File: config.mk
export PLATFORM = sky130hd
export DESIGN_NAME = ppu_reg_shadow_sched
export DESIGN_NICKNAME = d
export VERILOG_FILES = /design/src/rtl/ppu_reg_shadow_sched.sv
export SDC_FILE = /design/constraint.sdc
export NUM_CORES = 1
export LEC_CHECK = 0
export ABC_AREA = 1
export BUFFER_PORTS_ARGS = -buffer_cell sky130_fd_sc_hd__buf_2
export CORE_ASPECT_RATIO = 0.8
export CORE_MARGIN = 2
export CORE_UTILIZATION = 37
export DETAILED_ROUTE_END_ITERATION = 8
export PLACE_DENSITY = 0.56
export SYNTH_ARGS = -nofsm -noshare
export SYNTH_HDL_FRONTEND = slang
export SYNTH_SLANG_ARGS = --single-unit
File: constraint.sdc
create_clock -name mclock -period 3.2 [get_ports mclock]
set_input_delay 0.32 -clock mclock [delete_from_list [all_inputs] [get_ports mclock]]
set_output_delay 0.32 -clock mclock [all_outputs]
set_load 0.02 [all_outputs]
File: src/rtl/ppu_reg_shadow_sched.sv
// PPU shadow-register scheduler: snoops B-bus writes and applies them to the RGB datapath config.
// Ports: mclock/reset, pawr_n/paddress/pdata bus snoop, hblank/vblank window inputs,
//   the applied shadow flags, pending_cnt (queue occupancy) and overflow (sticky drop flag).
// Build option: define PPU_SHADOW_IMMEDIATE_EN to bypass the queue and apply writes directly.
module ppu_reg_shadow_sched #(
  parameter logic [7:0] ADDR_INIDISP = 8'h00,
  parameter logic [7:0] ADDR_BGMODE  = 8'h05,
  parameter logic [7:0] ADDR_M7SEL   = 8'h1A,
  parameter logic [7:0] ADDR_SETINI  = 8'h33,
  parameter int         FIFO_DEPTH   = 4
) (
  input  logic                        mclock,
  input  logic                        reset,
  input  logic                        pawr_n,
  input  logic [7:0]                  paddress,
  input  logic [7:0]                  pdata,
  input  logic                        hblank,
  input  logic                        vblank,
  output logic [3:0]                  brightness,
  output logic                        force_blank,
  output logic                        mode7,
  output logic                        mode56,
  output logic                        mode01234,
  output logic                        pseudohires,
  output logic                        screen_over,
  output logic                        over,
  output logic                        hires_sel,
  output logic [$clog2(FIFO_DEPTH):0] pending_cnt,
  output logic                        overflow
);

  logic [2:0] s_q;
  logic [7:0] a1_q, a2_q, a3_q;
  logic [7:0] d1_q, d2_q, d3_q;

  // Strobe pipeline presets high so reset release never looks like a write end.
  always_ff @(posedge mclock or posedge reset) begin
    if (reset) begin
      s_q  <= 3'b111;
      a1_q <= '0;
      a2_q <= '0;
      a3_q <= '0;
      d1_q <= '0;
      d2_q <= '0;
      d3_q <= '0;
    end else begin
      s_q  <= {s_q[1:0], pawr_n};
      a1_q <= paddress;
      a2_q <= a1_q;
      a3_q <= a2_q;
      d1_q <= pdata;
      d2_q <= d1_q;
      d3_q <= d2_q;
    end
  end

  // s_q[1] is s2, s_q[2] is s3; a3/d3 line up with the last low-strobe sample.
  logic       wr_end;
  logic       hit;
  logic [1:0] sel;
  logic       push_req;

  assign wr_end = s_q[1] & ~s_q[2];

  always_comb begin
    hit = 1'b1;
    sel = 2'd0;
    if (a3_q == ADDR_INIDISP)     sel = 2'd0;
    else if (a3_q == ADDR_BGMODE) sel = 2'd1;
    else if (a3_q == ADDR_M7SEL)  sel = 2'd2;
    else if (a3_q == ADDR_SETINI) sel = 2'd3;
    else                          hit = 1'b0;
  end

  assign push_req = wr_end & hit;

  logic       apply_v;
  logic [9:0] apply_e;

  logic [3:0] bright_q, bright_d;
  logic       fb_q, fb_d;
  logic       m7_q, m7_d;
  logic       m56_q, m56_d;
  logic       m01234_q, m01234_d;
  logic       ph_q, ph_d;
  logic       so_q, so_d;
  logic       over_q, over_d;
  logic       hs_q, hs_d;

`ifdef PPU_SHADOW_IMMEDIATE_EN
  logic unused_win;

  assign unused_win  = ^{hblank, vblank};
  assign apply_v     = push_req;
  assign apply_e     = {sel, d3_q};
  assign pending_cnt = '0;
  assign overflow    = 1'b0;
`else
  localparam int PW = $clog2(FIFO_DEPTH);
  localparam int CW = PW + 1;

  logic [1:0]    hb_q, vb_q;
  logic          win;
  logic          pop;
  logic          full;
  logic          push_ok;
  logic [PW-1:0] wr_q, rd_q;
  logic [CW-1:0] cnt_q, cnt_d;
  logic          ovf_q;
  logic [9:0]    mem_q [FIFO_DEPTH];

  always_ff @(posedge mclock or posedge reset) begin
    if (reset) begin
      hb_q <= '0;
      vb_q <= '0;
    end else begin
      hb_q <= {hb_q[0], hblank};
      vb_q <= {vb_q[0], vblank};
    end
  end

  assign win  = hb_q[1] | vb_q[1] | fb_q;
  assign pop  = win & (cnt_q != '0);
  assign full = (cnt_q == CW'(FIFO_DEPTH));
  // A full queue still accepts a write when an entry leaves on the same edge.
  assign push_ok = push_req & (~full | pop);
  assign cnt_d   = cnt_q + CW'(push_ok) - CW'(pop);

  always_ff @(posedge mclock or posedge reset) begin
    if (reset) begin
      wr_q  <= '0;
      rd_q  <= '0;
      cnt_q <= '0;
      ovf_q <= 1'b0;
    end else begin
      if (push_ok) wr_q <= wr_q + 1'b1;
      if (pop)     rd_q <= rd_q + 1'b1;
      cnt_q <= cnt_d;
      if (push_req & ~push_ok) ovf_q <= 1'b1;
    end
  end

  always_ff @(posedge mclock) begin
    if (push_ok) mem_q[wr_q] <= {sel, d3_q};
  end

  assign apply_v     = pop;
  assign apply_e     = mem_q[rd_q];
  assign pending_cnt = cnt_q;
  assign overflow    = ovf_q;
`endif

  always_comb begin
    bright_d = bright_q;
    fb_d     = fb_q;
    m7_d     = m7_q;
    m56_d    = m56_q;
    m01234_d = m01234_q;
    ph_d     = ph_q;
    so_d     = so_q;
    if (apply_v) begin
      unique case (apply_e[9:8])
        2'd0: begin
          bright_d = apply_e[3:0];
          fb_d     = apply_e[7];
        end
        2'd1: begin
          m7_d     = (apply_e[2:0] == 3'd7);
          m56_d    = (apply_e[2:0] == 3'd5) | (apply_e[2:0] == 3'd6);
          m01234_d = (apply_e[2:0] <= 3'd4);
        end
        2'd2: so_d = (apply_e[7:6] == 2'b10);
        2'd3: ph_d = apply_e[3];
      endcase
    end
    // Derived flags follow their sources on the same edge.
    over_d = m7_d & so_d;
    hs_d   = m56_d | (ph_d & m01234_d);
  end

  always_ff @(posedge mclock or posedge reset) begin
    if (reset) begin
      bright_q <= 4'hF;
      fb_q     <= 1'b0;
      m7_q     <= 1'b0;
      m56_q    <= 1'b0;
      m01234_q <= 1'b0;
      ph_q     <= 1'b0;
      so_q     <= 1'b0;
      over_q   <= 1'b0;
      hs_q     <= 1'b0;
    end else begin
      bright_q <= bright_d;
      fb_q     <= fb_d;
      m7_q     <= m7_d;
      m56_q    <= m56_d;
      m01234_q <= m01234_d;
      ph_q     <= ph_d;
      so_q     <= so_d;
      over_q   <= over_d;
      hs_q     <= hs_d;
    end
  end

  assign brightness  = bright_q;
  assign force_blank = fb_q;
  assign mode7       = m7_q;
  assign mode56      = m56_q;
  assign mode01234   = m01234_q;
  assign pseudohires = ph_q;
  assign screen_over = so_q;
  assign over        = over_q;
  assign hires_sel   = hs_q;

endmodule
==> results by group, run 1 <==
Status
  – Outcome: complete, no violations

Timing
  – RSZ-0062 raised after global routing: false
  – Worst Skew: 0.007050 ns
  – Setup violators final: 0
  – Headroom to the max-slew limit: 0.4328
  – Final Hold Vio Count: 0
  – Setup ws final: between 0.7 and 0.8 ns
  – Slew @ Worst Pin: approximately 0.85 ns
  – Maximum achievable frequency: 406.5 MHz
  – Final cycle utilization of the critical path: 0.7687
  – Final setup TNS: 0 ns
  – Final min period: 2.460 ns
  – Final Max Tran Viols: 0

Worst setup path
  – CP max stage delay: 0.37 ns
  – Buffers & Inverters on Critical Path: 1
  – Worst-path fanout max: 7
  – Type of origin of the critical path: register
  – CP Capture Type: register
  – Worst path cell trace: nor2_1 -> nand3_1 -> nor2_1 -> nor2_1 -> nand2_1 -> nand3_2 -> ha_1 -> inv_1 -> ha_1 -> fa_1 -> xnor2_1 -> xor2_1
  – Crit path depth: 12
  – FF-to-FF path depth: 12
  – CP max stage cell: fa_1
  – Data arrival, critical path: 2.73 ns
  – Cell mode on critical path: nor2_1
  – Crit path kind: reg -> reg
  – CP delay by family, top: adder cells
  – CP Data Required Time: about 3.5 ns

Logic synthesis
  – Synth Cell Area: approximately 0.0037 mm^2
  – Synthesized instance count: 293
  – Synth unique cells: 30
  – Yosys warns: 0
  – Post-Synthesis Mean Instance Area: 12.46 um^2
  – Synth Register Bits: 101
  – Sequential cell area fraction in the yosys report: 0.7385
  – Net Count, Synth: about 320

Power and ir drop
  – Seq pwr share: 0.445
  – Net Sw Frac: 0.3496
  – Worst vdd ir: between 0.0004 and 0.0005 V
  – P_leak: 1.941 nW
  – Clock power frac: 0.294
  – Logic pwr share: 0.261
  – Power Density: 862.2 mW/mm^2
  – Int Pwr: 2.383 mW
  – Sw power: ~1.3 mW
  – Tot Pwr: 3.663 mW

Placement
  – # port buffers: 34
  – Routability Congestion: 0.7314
  – HPWL after DPL: 3.526 mm
  – Pre-CTS setup slack: around 0.73 ns

Detailed routing
  – DRT iter0 DRCs: between 80 and 90
  – Vias: 1,996
  – WL/cell: 11.74 um
  – Remaining antenna violation count after routing: 0
  – Vias/cell: 4.349
  – DRT Pass-1 Iters: 4
  – Number of remaining DRC errors: 0
  – Drt total wl: 5.389 mm

Floorplan
  – Die ar.: approximately 0.011 mm^2
  – Core area: 0.009609 mm^2
  – Chip width: 115.1 um
  – Num rows: 32
  – Die H: 92.85 um
  – IO Count: 37
  – Initial Utilization: 0.3799

Clock network
  – H-tree depth: 3
  – Clock latency on the worst-skew pair: 0.34 ns
  – CTS tree: done
  – Clk buf depth: 2
  – Total CTS buffers: 9
  – # resized after CTS: 0
  – Worst-path clk slew: 0.07 ns
  – CTS hold repair buffers: 0
  – Setup bufs post-CTS: 0
  – Clk sink count: approximately 100
  – Clock root buffer: clkbuf_16

GRT
  – Vias in the first global route: about 2,000
  – GR Util All Layers: 0.1184
  – Largest net degree at the start of global routing: 70
  – Grt ovf: 0
  – Initial antenna violation count: 0
  – First-pass GRT wire length: 9.397 mm

Final layout
  – Final-stage net count: 363
  – Area of the multi-input gates: 782.0 um^2
  – Area growth syn-to-layout: 16.38%
  – Final core area utilization: 0.4422
  – Layout cells sized above 1: 0.2294
  – Storage cell area: 0.002696 mm^2
  – N_diodes: 0
  – Fillers: 889

Min path
  – Worst Hold Depth: 1
  – Hold Path Class: in -> reg

Job
  – Max-cap violations: 0
[worst reg2reg max path, delay by kind of cell, from the launching register on]
family / cells / cell delay (ns)
xor gates and xnor gates: 2 / 0.33
adders and majority gates: 3 / 0.87
buffers and inverters: 1 / 0.04
DFF: 1 / 0.36
and+or+nand+nor: 6 / 0.79
[path summary, 6_finish.rpt]
kind | endpoint | slack (ns) | from
setup / recovery | pending_cnt[2]$_DFF_PP0_ | 0.74 | a3_q[7]$_DFF_PP0_
hold / removal | s_q[0]$_DFF_PP1_ | 0.07 | pawr_n
setup reg to reg | pending_cnt[2]$_DFF_PP0_ | 0.74 | a3_q[7]$_DFF_PP0_
hold reg to reg | d2_q[3]$_DFF_PP0_ | 0.35 | d1_q[3]$_DFF_PP0_
max in group asynchronous | d3_q[0]$_DFF_PP0_ | 2.43 | reset
min in group asynchronous | d1_q[6]$_DFF_PP0_ | 0.22 | reset
[power by group through the flow]
stage                     sequential [mW]  clock (mW)  combinational, mW
after detailed placement             1.66           0              0.970
final                                1.63        1.08              0.956
after global routing                 1.66        1.18               1.10
after CTS                            1.63        1.12              0.973
after global placement               1.65           0              0.961
after floorplan                      1.70           0              0.699
[synthesized netlist by cell type, drive strengths merged]
cell / instances / area [um^2]
nand2: 74 / 290.3
dfrtp: 62 / 1551
inv: 35 / 133.9
edfxtp: 32 / 960.9
nand3: 28 / 167.7
nor2: 25 / 111.4
dfstp: 7 / 183.9
ha: 6 / 75.07
o21ai: 5 / 25.02
buf: 4 / 35.03
nand4: 4 / 25.02
a21oi: 2 / 13.76
xor2: 2 / 17.52
and2: 1 / 6.260
clkinv: 1 / 3.750
fa: 1 / 20.02
nand3b: 1 / 7.510
o21bai: 1 / 7.510
o22ai: 1 / 6.260
xnor2: 1 / 8.760
[cells by family after synthesis]
logic type,count (synthesis),synth area share
xor gates and xnor gates,3,0.007198
DFF,101,0.7385
and+or+nand+nor,133,0.1666
AOI/OAI and AO/OA,9,0.01439
adders and majority gates,7,0.02604
buffers and inverters,40,0.04729
[cell usage in the layout, fill, tap and decap left out, drive strengths merged]
cell,Yosys,final
a21oi,2,2
and2,1,1
buf,4,35
clkbuf,0,9
clkinv,1,2
dfrtp,62,62
dfstp,7,7
edfxtp,32,32
fa,1,1
ha,6,6
inv,35,41
nand2,74,74
nand3,28,28
nand3b,1,1
nand4,4,4
nor2,25,25
o21ai,5,5
o21bai,1,1
o22ai,1,1
xnor2,1,1
xor2,2,2
[metal layers]
metal	global-route usage	up-vias	part of all wire	routed length, um
li1	-	1021	-	-
met1	0.1578	916	0.46	2493
met2	0.1686	51	0.44	2396
met3	0.04843	8	0.076	410
met4	0.05422	0	0.017	89
met5	0	-	0	0
[layout make-up]
class,instances,area share
sequential,101,0.6346
clock inverter,7,0.01914
clock buffer,9,0.05300
tap,119,0.03504
timing repair buffer,35,0.04181
multi-input combinational,152,0.1840
inverter,36,0.03239
[registers in the layout, summed over array words and instances (netlist names), 2 cells and up]
register / flops
pending_cnt: 3
a2_q: 8
s_q: 3
hb_q: 2
vb_q: 2
wr_q: 2
d1_q: 6
d2_q: 6
a3_q: 8
mem_q: 32
brightness: 4
rd_q: 2
d3_q: 6
a1_q: 8
[metrics by stage]
stage / cells / hold WS [ns] / instance area [um^2]
after CTS: 459 / 0.05585 / 4249
after global routing: 459 / 0.04669 / 4249
after detailed placement: 443 / 0.3347 / 3943
after floorplan: 293 / 0.3245 / 3651
after global placement: 443 / 0.3312 / 3943
final: 459 / 0.07116 / 4249
(Power assumes the default switching activity.)
==> run 2: changes to the inputs <==
==> constraint.sdc (replaced) <==
create_clock -name mclock -period 2.3 [get_ports mclock]
set_input_delay 0.23 -clock mclock [delete_from_list [all_inputs] [get_ports mclock]]
set_output_delay 0.23 -clock mclock [all_outputs]
set_load 0.02 [all_outputs]
==> run 2 against run 1 <==
Compared with the run above:
- register-to-register slack got worse by 0.76 ns
- largest power group unchanged
- clock power rose by 36%
- die area is the same
- final cell count is 7.2% higher
- via count up 4.3%
- clock-buffer cell count did not move
- highest routed layer unchanged
- sequential cell count stayed put
- clock skew grew 0.0021 ns
- total power is 43% higher
- the flow now finishes with violations (negative setup slack)
==> results by group, run 2 (synthesis gave the netlist of run 1 again) <==
Worst setup path
  – CP max stage delay: 0.41 ns (was 0.37 ns)
  – Worst-path fanout max: 3 (was 7)
  – Type of origin of the critical path: register (unchanged)
  – CP Capture Type: register (unchanged)
  – Data arrival, critical path: 2.60 ns (was 2.73 ns)
  – CP delay by family, top: adder cells (unchanged)
  – Cell mode on critical path: nor2_2 (was nor2_1)
  – CP Data Required Time: 2.57 ns (was 3.47 ns)
  – Buffers & Inverters on Critical Path: 1 (unchanged)
  – Crit path kind: reg -> reg (unchanged)
  – CP max stage cell: dfrtp_1 (was fa_1)
  – Worst path cell trace: nor2_2 -> nand3_2 -> nor2_2 -> nor2_2 -> nand2_2 -> nand3_4 -> ha_4 -> inv_2 -> ha_4 -> fa_2 -> xnor2_2 -> xor2_1 (was nor2_1 -> nand3_1 -> nor2_1 -> nor2_1 -> nand2_1 -> nand3_2 -> ha_1 -> inv_1 -> ha_1 -> fa_1 -> xnor2_1 -> xor2_1)

Floorplan
  – Die ar.: 0.01068 mm^2 (unchanged)
  – Initial Utilization: 0.3799 (unchanged)
  – IO Count: 37 (unchanged)
  – Num rows: 32 (unchanged)
  – Chip width: 115.1 um (unchanged)
  – Die H: 92.85 um (unchanged)
  – Core area: 0.009609 mm^2 (unchanged)

Detailed routing
  – Remaining antenna violation count after routing: 0 (unchanged)
  – Number of remaining DRC errors: 0 (unchanged)
  – DRT Pass-1 Iters: 4 (unchanged)
  – WL/cell: 11.38 um (was 11.74 um)
  – Drt total wl: 5.597 mm (was 5.389 mm)
  – Vias: 2,081 (was 1,996)
  – DRT iter0 DRCs: 113 (was 84)
  – Vias/cell: 4.230 (was 4.349)

Final layout
  – Commonest cells after routing, fill and taps aside: nand2_1, dfrtp_1, buf_2 (unchanged)
  – Final core area utilization: 0.4811 (was 0.4422)
  – Commonest non-fill, non-tap cell in the layout: nand2_1 (unchanged)
  – Area growth syn-to-layout: 26.63% (was 16.38%)
  – Layout cells sized above 1: 0.2869 (was 0.2294)
  – Fillers: 869 (was 889)
  – Final-stage net count: 396 (was 363)
  – Max reg flops: 32 (unchanged)
  – Reg with most FFs: mem_q (unchanged)
  – Cell area after layout: 0.004623 mm^2 (was 0.004249 mm^2)
  – N_diodes: 0 (unchanged)
  – Layout Cells excl Fill: 492 (was 459)

Timing
  – Setup violators final: 1 (was 0)
  – RSZ-0062 raised after global routing: true (was false)
  – Maximum achievable frequency: 430.5 MHz (was 406.5 MHz)
  – Final Max Tran Viols: 0 (unchanged)
  – Final min period: 2.323 ns (was 2.460 ns)
  – Headroom to the max-slew limit: 0.7659 (was 0.4328)
  – Slew @ Worst Pin: 0.3511 ns (was 0.8507 ns)
  – Worst Skew: 0.009152 ns (was 0.007050 ns)
  – Final cycle utilization of the critical path: 1.010 (was 0.7687)
  – Setup ws final: -0.02272 ns (was 0.7403 ns)
  – Final Hold Vio Count: 0 (unchanged)

Status
  – Violated checks: negative setup slack
  – Outcome: finished, violations left (was complete, no violations)

Clock network
  – CTS tree: done (unchanged)
  – Clk buf depth: 2 (unchanged)
  – Total CTS buffers: 9 (unchanged)
  – Clock root buffer: clkbuf_16 (unchanged)
  – Clk sink count: 101 (unchanged)
  – Worst-path clk slew: 0.07 ns (about the same)
  – H-tree depth: 3 (unchanged)
  – Clock latency on the worst-skew pair: 0.34 ns (about the same)

Placement
  – HPWL after DPL: 3.522 mm (was 3.526 mm)
  – # port buffers: 34 (unchanged)
  – Pre-CTS setup slack: -0.01603 ns (was 0.7291 ns)
  – Placed Area: 0.004046 mm^2 (was 0.003943 mm^2)
  – Placed insts: 455 (was 443)
  – Routability Congestion: 0.7409 (was 0.7314)

Power and ir drop
  – Tot Pwr: 5.231 mW (was 3.663 mW)
  – P_leak: 2.097 nW (was 1.941 nW)
  – Power Density: 1131 mW/mm^2 (was 862.2 mW/mm^2)
  – Worst vdd ir: 0.0005274 V (was 0.0004387 V)

GRT
  – First-pass GRT wire length: 9.246 mm (was 9.397 mm)
  – Initial antenna violation count: 0 (unchanged)
  – Grt ovf: 0 (unchanged)
  – Vias in the first global route: 1,965 (was 1,945)
  – GR Util All Layers: 0.1157 (was 0.1184)
  – Largest net degree at the start of global routing: 70 (unchanged)

Job
  – Max-cap violations: 0 (unchanged)

Min path
  – Hold Path Class: reg -> reg (was in -> reg)
==> run 2: cell count changes in the layout (fill, tap and decap cells not counted), moves of 2 or more <==
cell,previous run,this run
buf_4,1,15
nand3_1,24,22
clkinv_4,0,2
nor2_2,1,5
nor2_1,22,17
ha_4,0,2
inv_8,2,0
dlygate4sd3_1,0,18
ha_1,6,4
==> run 2: area by class of cell <==
class / count / area [um^2] / area share
Clock buffer: 9 / 225.2 / 0.04871
Timing Repair Buffer: 68 / 483.0 / 0.1045
Inverter: 36 / 137.6 / 0.02977
Clock inverter: 7 / 76.32 / 0.01651
Multi-Input combinational cell: 152 / 854.6 / 0.1848
Sequential cell: 101 / 2698 / 0.5835
Tap cell: 119 / 148.9 / 0.03221
==> run 2: routing by layer <==
layer / vias up / GRT usage / share of wire
li1: 1091 / - / -
met1: 940 / 0.1540 / 0.49
met2: 40 / 0.1691 / 0.45
met3: 10 / 0.04319 / 0.039
met4: 0 / 0.05120 / 0.020
met5: - / 0 / 0
==> run 2: final timing paths <==
kind,slack (ns),to,depth (start not counted),start
min,0.35,d3_q[3]$_DFF_PP0_,0,d2_q[3]$_DFF_PP0_
min in group asynchronous,0.50,a1_q[1]$_DFF_PP0_,4,reset
max reg2reg,-0.02,pending_cnt[2]$_DFF_PP0_,12,a3_q[2]$_DFF_PP0_
max,-0.02,pending_cnt[2]$_DFF_PP0_,12,a3_q[2]$_DFF_PP0_
max in group asynchronous,1.47,brightness[3]$_DFFE_PP1P_,4,reset
min reg2reg,0.35,d3_q[3]$_DFF_PP0_,0,d2_q[3]$_DFF_PP0_
==> run 2: timing repair <==
| item | CTS | global route |
|---|---|---|
| pin swaps | 0 | 8 |
| endpoints found under the hold margin | 79 | 0 |
| resized for setup | 1 | 15 |
| buffers inserted | 0 | 3 |
| hold buffers | 18 | 0 |
| setup endpoints to repair | 1 | 1 |
==> run 2: stage by stage <==
| stage | TNS (ns) | hold slack (ns) |
|---|---|---|
| floorplan | 0 | 0.2345 |
| global placement | 0 | 0.3282 |
| detailed placement | -0.01603 | 0.3347 |
| CTS | 0 | 0.3506 |
| global route | -0.1444 | 0.3543 |
| finish | -0.02272 | 0.3497 |
==> run 2: power breakdown <==
group	internal, mW	leakage [nW]	switching (mW)	total [mW]
registers	2.08	1.10	0.136	2.22
clock network	0.767	0.147	0.700	1.47
logic	0.565	0.853	0.978	1.54
total	3.42	2.10	1.81	5.23
==> run 3: changes to the inputs <==
--- a/config.mk
+++ b/config.mk
@@ -11,6 +11,7 @@
 export CORE_MARGIN = 2
 export CORE_UTILIZATION = 37
 export DETAILED_ROUTE_END_ITERATION = 8
+export MAX_ROUTING_LAYER = met4
 export PLACE_DENSITY = 0.56
 export SYNTH_ARGS = -nofsm -noshare
 export SYNTH_HDL_FRONTEND = slang
==> constraint.sdc (replaced) <==
create_clock -name mclock -period 2.3 [get_ports mclock]
set_input_delay 0.69 -clock mclock [delete_from_list [all_inputs] [get_ports mclock]]
set_output_delay 0.69 -clock mclock [all_outputs]
set_load 0.02 [all_outputs]
==> run 3 against run 2 <==
Compared with the run above:
- the flow now finishes without violations
- final cell count decreased by 3.5%
- clock-buffer cell count unchanged
- critical path depth is the same
==> results by group, run 3 (synthesis gave the netlist of run 1 again) <==
Timing
  – RSZ-0062 raised after global routing: true (unchanged)
  – Final min period: 2.273 ns (was 2.323 ns)
  – Setup ws final: 0.02727 ns (was -0.02272 ns)
  – Maximum achievable frequency: 440.0 MHz (was 430.5 MHz)
  – Setup violators final: 0 (was 1)
  – Final Max Tran Viols: 0 (unchanged)
  – Fin Hold WS: 0.3497 ns (about the same)
  – Final setup TNS: 0 ns (was -0.02272 ns)
  – Final Hold Vio Count: 0 (unchanged)
  – Final cycle utilization of the critical path: 0.9881 (was 1.010)
  – Headroom to the max-slew limit: 0.7461 (was 0.7659)
  – Worst Skew: 0.005581 ns (was 0.009152 ns)
  – Slew @ Worst Pin: 0.3808 ns (was 0.3511 ns)

Placement
  – Pre-CTS setup slack: -0.05252 ns (was -0.01603 ns)
  – Placed insts: 455 (unchanged)
  – Placed Area: 0.004050 mm^2 (was 0.004046 mm^2)
  – Routability Congestion: 0.7137 (was 0.7409)
  – # port buffers: 34 (unchanged)
  – HPWL after DPL: 3.577 mm (was 3.522 mm)

Worst setup path
  – CP Capture Type: register (unchanged)
  – Worst-path fanout max: 3 (unchanged)
  – CP Data Required Time: 2.53 ns (was 2.57 ns)
  – Crit path kind: reg -> reg (unchanged)
  – Type of origin of the critical path: register (unchanged)
  – RR Endpoint: pending_cnt[2]$_DFF_PP0_ (unchanged)
  – Reg2Reg Setup Slack: 0.03 ns (was -0.02 ns)
  – Data arrival, critical path: 2.51 ns (was 2.60 ns)
  – FF-to-FF path depth: 12 (unchanged)
  – Launch point of the worst reg-to-reg path: a3_q[7]$_DFF_PP0_ (was a3_q[2]$_DFF_PP0_)

Detailed routing
  – Remaining antenna violation count after routing: 0 (unchanged)
  – Vias: 2,036 (was 2,081)
  – WL/cell: 11.60 um (was 11.38 um)
  – DRT Pass-1 Iters: 4 (unchanged)
  – DRT iter0 DRCs: 111 (was 113)
  – Number of remaining DRC errors: 0 (unchanged)
  – Vias/cell: 4.286 (was 4.230)
  – Drt total wl: 5.509 mm (was 5.597 mm)

Power and ir drop
  – Tot Pwr: 5.237 mW (was 5.231 mW)
  – Power Density: 1176 mW/mm^2 (was 1131 mW/mm^2)
  – Worst vdd ir: 0.0006733 V (was 0.0005274 V)
  – P_leak: 2.026 nW (was 2.097 nW)

Final layout
  – Final-stage net count: 379 (was 396)
  – Commonest non-fill, non-tap cell in the layout: nand2_1 (unchanged)
  – Final core area utilization: 0.4633 (was 0.4811)
  – Area growth syn-to-layout: 21.93% (was 26.63%)
  – Commonest cells after routing, fill and taps aside: nand2_1, dfrtp_1, buf_2 (unchanged)
  – Reg with most FFs: mem_q (unchanged)
  – N_diodes: 0 (unchanged)
  – Cell area after layout: 0.004452 mm^2 (was 0.004623 mm^2)
  – Layout Cells excl Fill: 475 (was 492)
  – Layout cells sized above 1: 0.3034 (was 0.2869)
  – Max reg flops: 32 (unchanged)

Job
  – Max-cap violations: 0 (unchanged)

GRT
  – Grt ovf: 0 (unchanged)
  – Largest net degree at the start of global routing: 70 (unchanged)
  – GR Util All Layers: 0.1209 (was 0.1157)
  – First-pass GRT wire length: 9.328 mm (was 9.246 mm)
  – Vias in the first global route: 1,996 (was 1,965)
  – Initial antenna violation count: 0 (unchanged)

Min path
  – Worst Hold Launch: d1_q[0]$_DFF_PP0_ (was d2_q[3]$_DFF_PP0_)
  – Worst Hold Depth: 0 (unchanged)
  – Hold path endpoint: d2_q[0]$_DFF_PP0_ (was d3_q[3]$_DFF_PP0_)
  – Hold Path Class: reg -> reg (unchanged)

Clock network
  – Clk sink count: 101 (unchanged)
  – CTS tree: done (unchanged)
  – Clock latency on the worst-skew pair: 0.34 ns (about the same)
  – CTS hold repair buffers: 0 (was 18)
  – Clock root buffer: clkbuf_16 (unchanged)
  – H-tree depth: 3 (unchanged)
  – Clk buf depth: 2 (unchanged)
  – Total CTS buffers: 9 (unchanged)
  – Worst-path clk slew: 0.07 ns (about the same)

Floorplan
  – Die ar.: 0.01068 mm^2 (unchanged)
  – IO Count: 37 (unchanged)
  – Chip width: 115.1 um (unchanged)
  – Num rows: 32 (unchanged)
  – Core area: 0.009609 mm^2 (unchanged)
  – Initial Utilization: 0.3799 (unchanged)
  – Die H: 92.85 um (unchanged)

Status
  – Outcome: complete, no violations (was finished, violations left)
[run 3: layer usage]
metal | GRT usage | part of all wire | up-vias
li1 | - | - | 1056
met1 | 0.1529 | 0.47 | 929
met5 | - | 0 | -
met4 | 0.05120 | 0.021 | 0
met3 | 0.04843 | 0.050 | 11
met2 | 0.1730 | 0.46 | 40
[run 3: worst max-delay path: stages (launching register included)]
cell	delay [ns]
dfrtp_1	0.40
nor2_4	0.17
nand3_2	0.09
nor2_2	0.11
nor2_1	0.06
nand2_1	0.10
nand3_2	0.10
ha_4	0.28
inv_2	0.04
ha_4	0.15
fa_2	0.37
xnor2_2	0.14
xor2_1	0.14
[run 3: area by class of cell]
type | instances | area (um^2)
Inverter | 36 | 141.4
Clock inverter | 7 | 81.33
Multi-Input combinational cell | 152 | 847.1
Fill cell | 871 | 5157
Timing Repair Buffer | 51 | 310.3
Clock buffer | 9 | 225.2
Sequential cell | 101 | 2698
Tap cell | 119 | 148.9
[run 3: timing repair]
action,CTS,global route
pin swaps,4,11
buffers inserted,0,4
setup endpoints to repair,1,1
gates cloned,0,0
gates resized for setup,3,12
[run 3: power by group]
part,switching [mW],internal (mW)
Sequential,0.145,2.08
Combinational,0.964,0.545
Clock,0.717,0.782
Total,1.83,3.41
[run 3: how the worst max path moves through the flow]
| stage | end | from |
|---|---|---|
| 2_1_floorplan | pending_cnt[2]$_DFF_PP0_ | pending_cnt[2]$_DFF_PP0_ |
| 3_3_place_gp | pending_cnt[2]$_DFF_PP0_ | a3_q[7]$_DFF_PP0_ |
| 3_5_place_dp | pending_cnt[2]$_DFF_PP0_ | a3_q[7]$_DFF_PP0_ |
| 4_1_cts | pending_cnt[2]$_DFF_PP0_ | a3_q[6]$_DFF_PP0_ |
| 5_1_grt | pending_cnt[2]$_DFF_PP0_ | a3_q[7]$_DFF_PP0_ |
| 6_report | pending_cnt[2]$_DFF_PP0_ | a3_q[7]$_DFF_PP0_ |
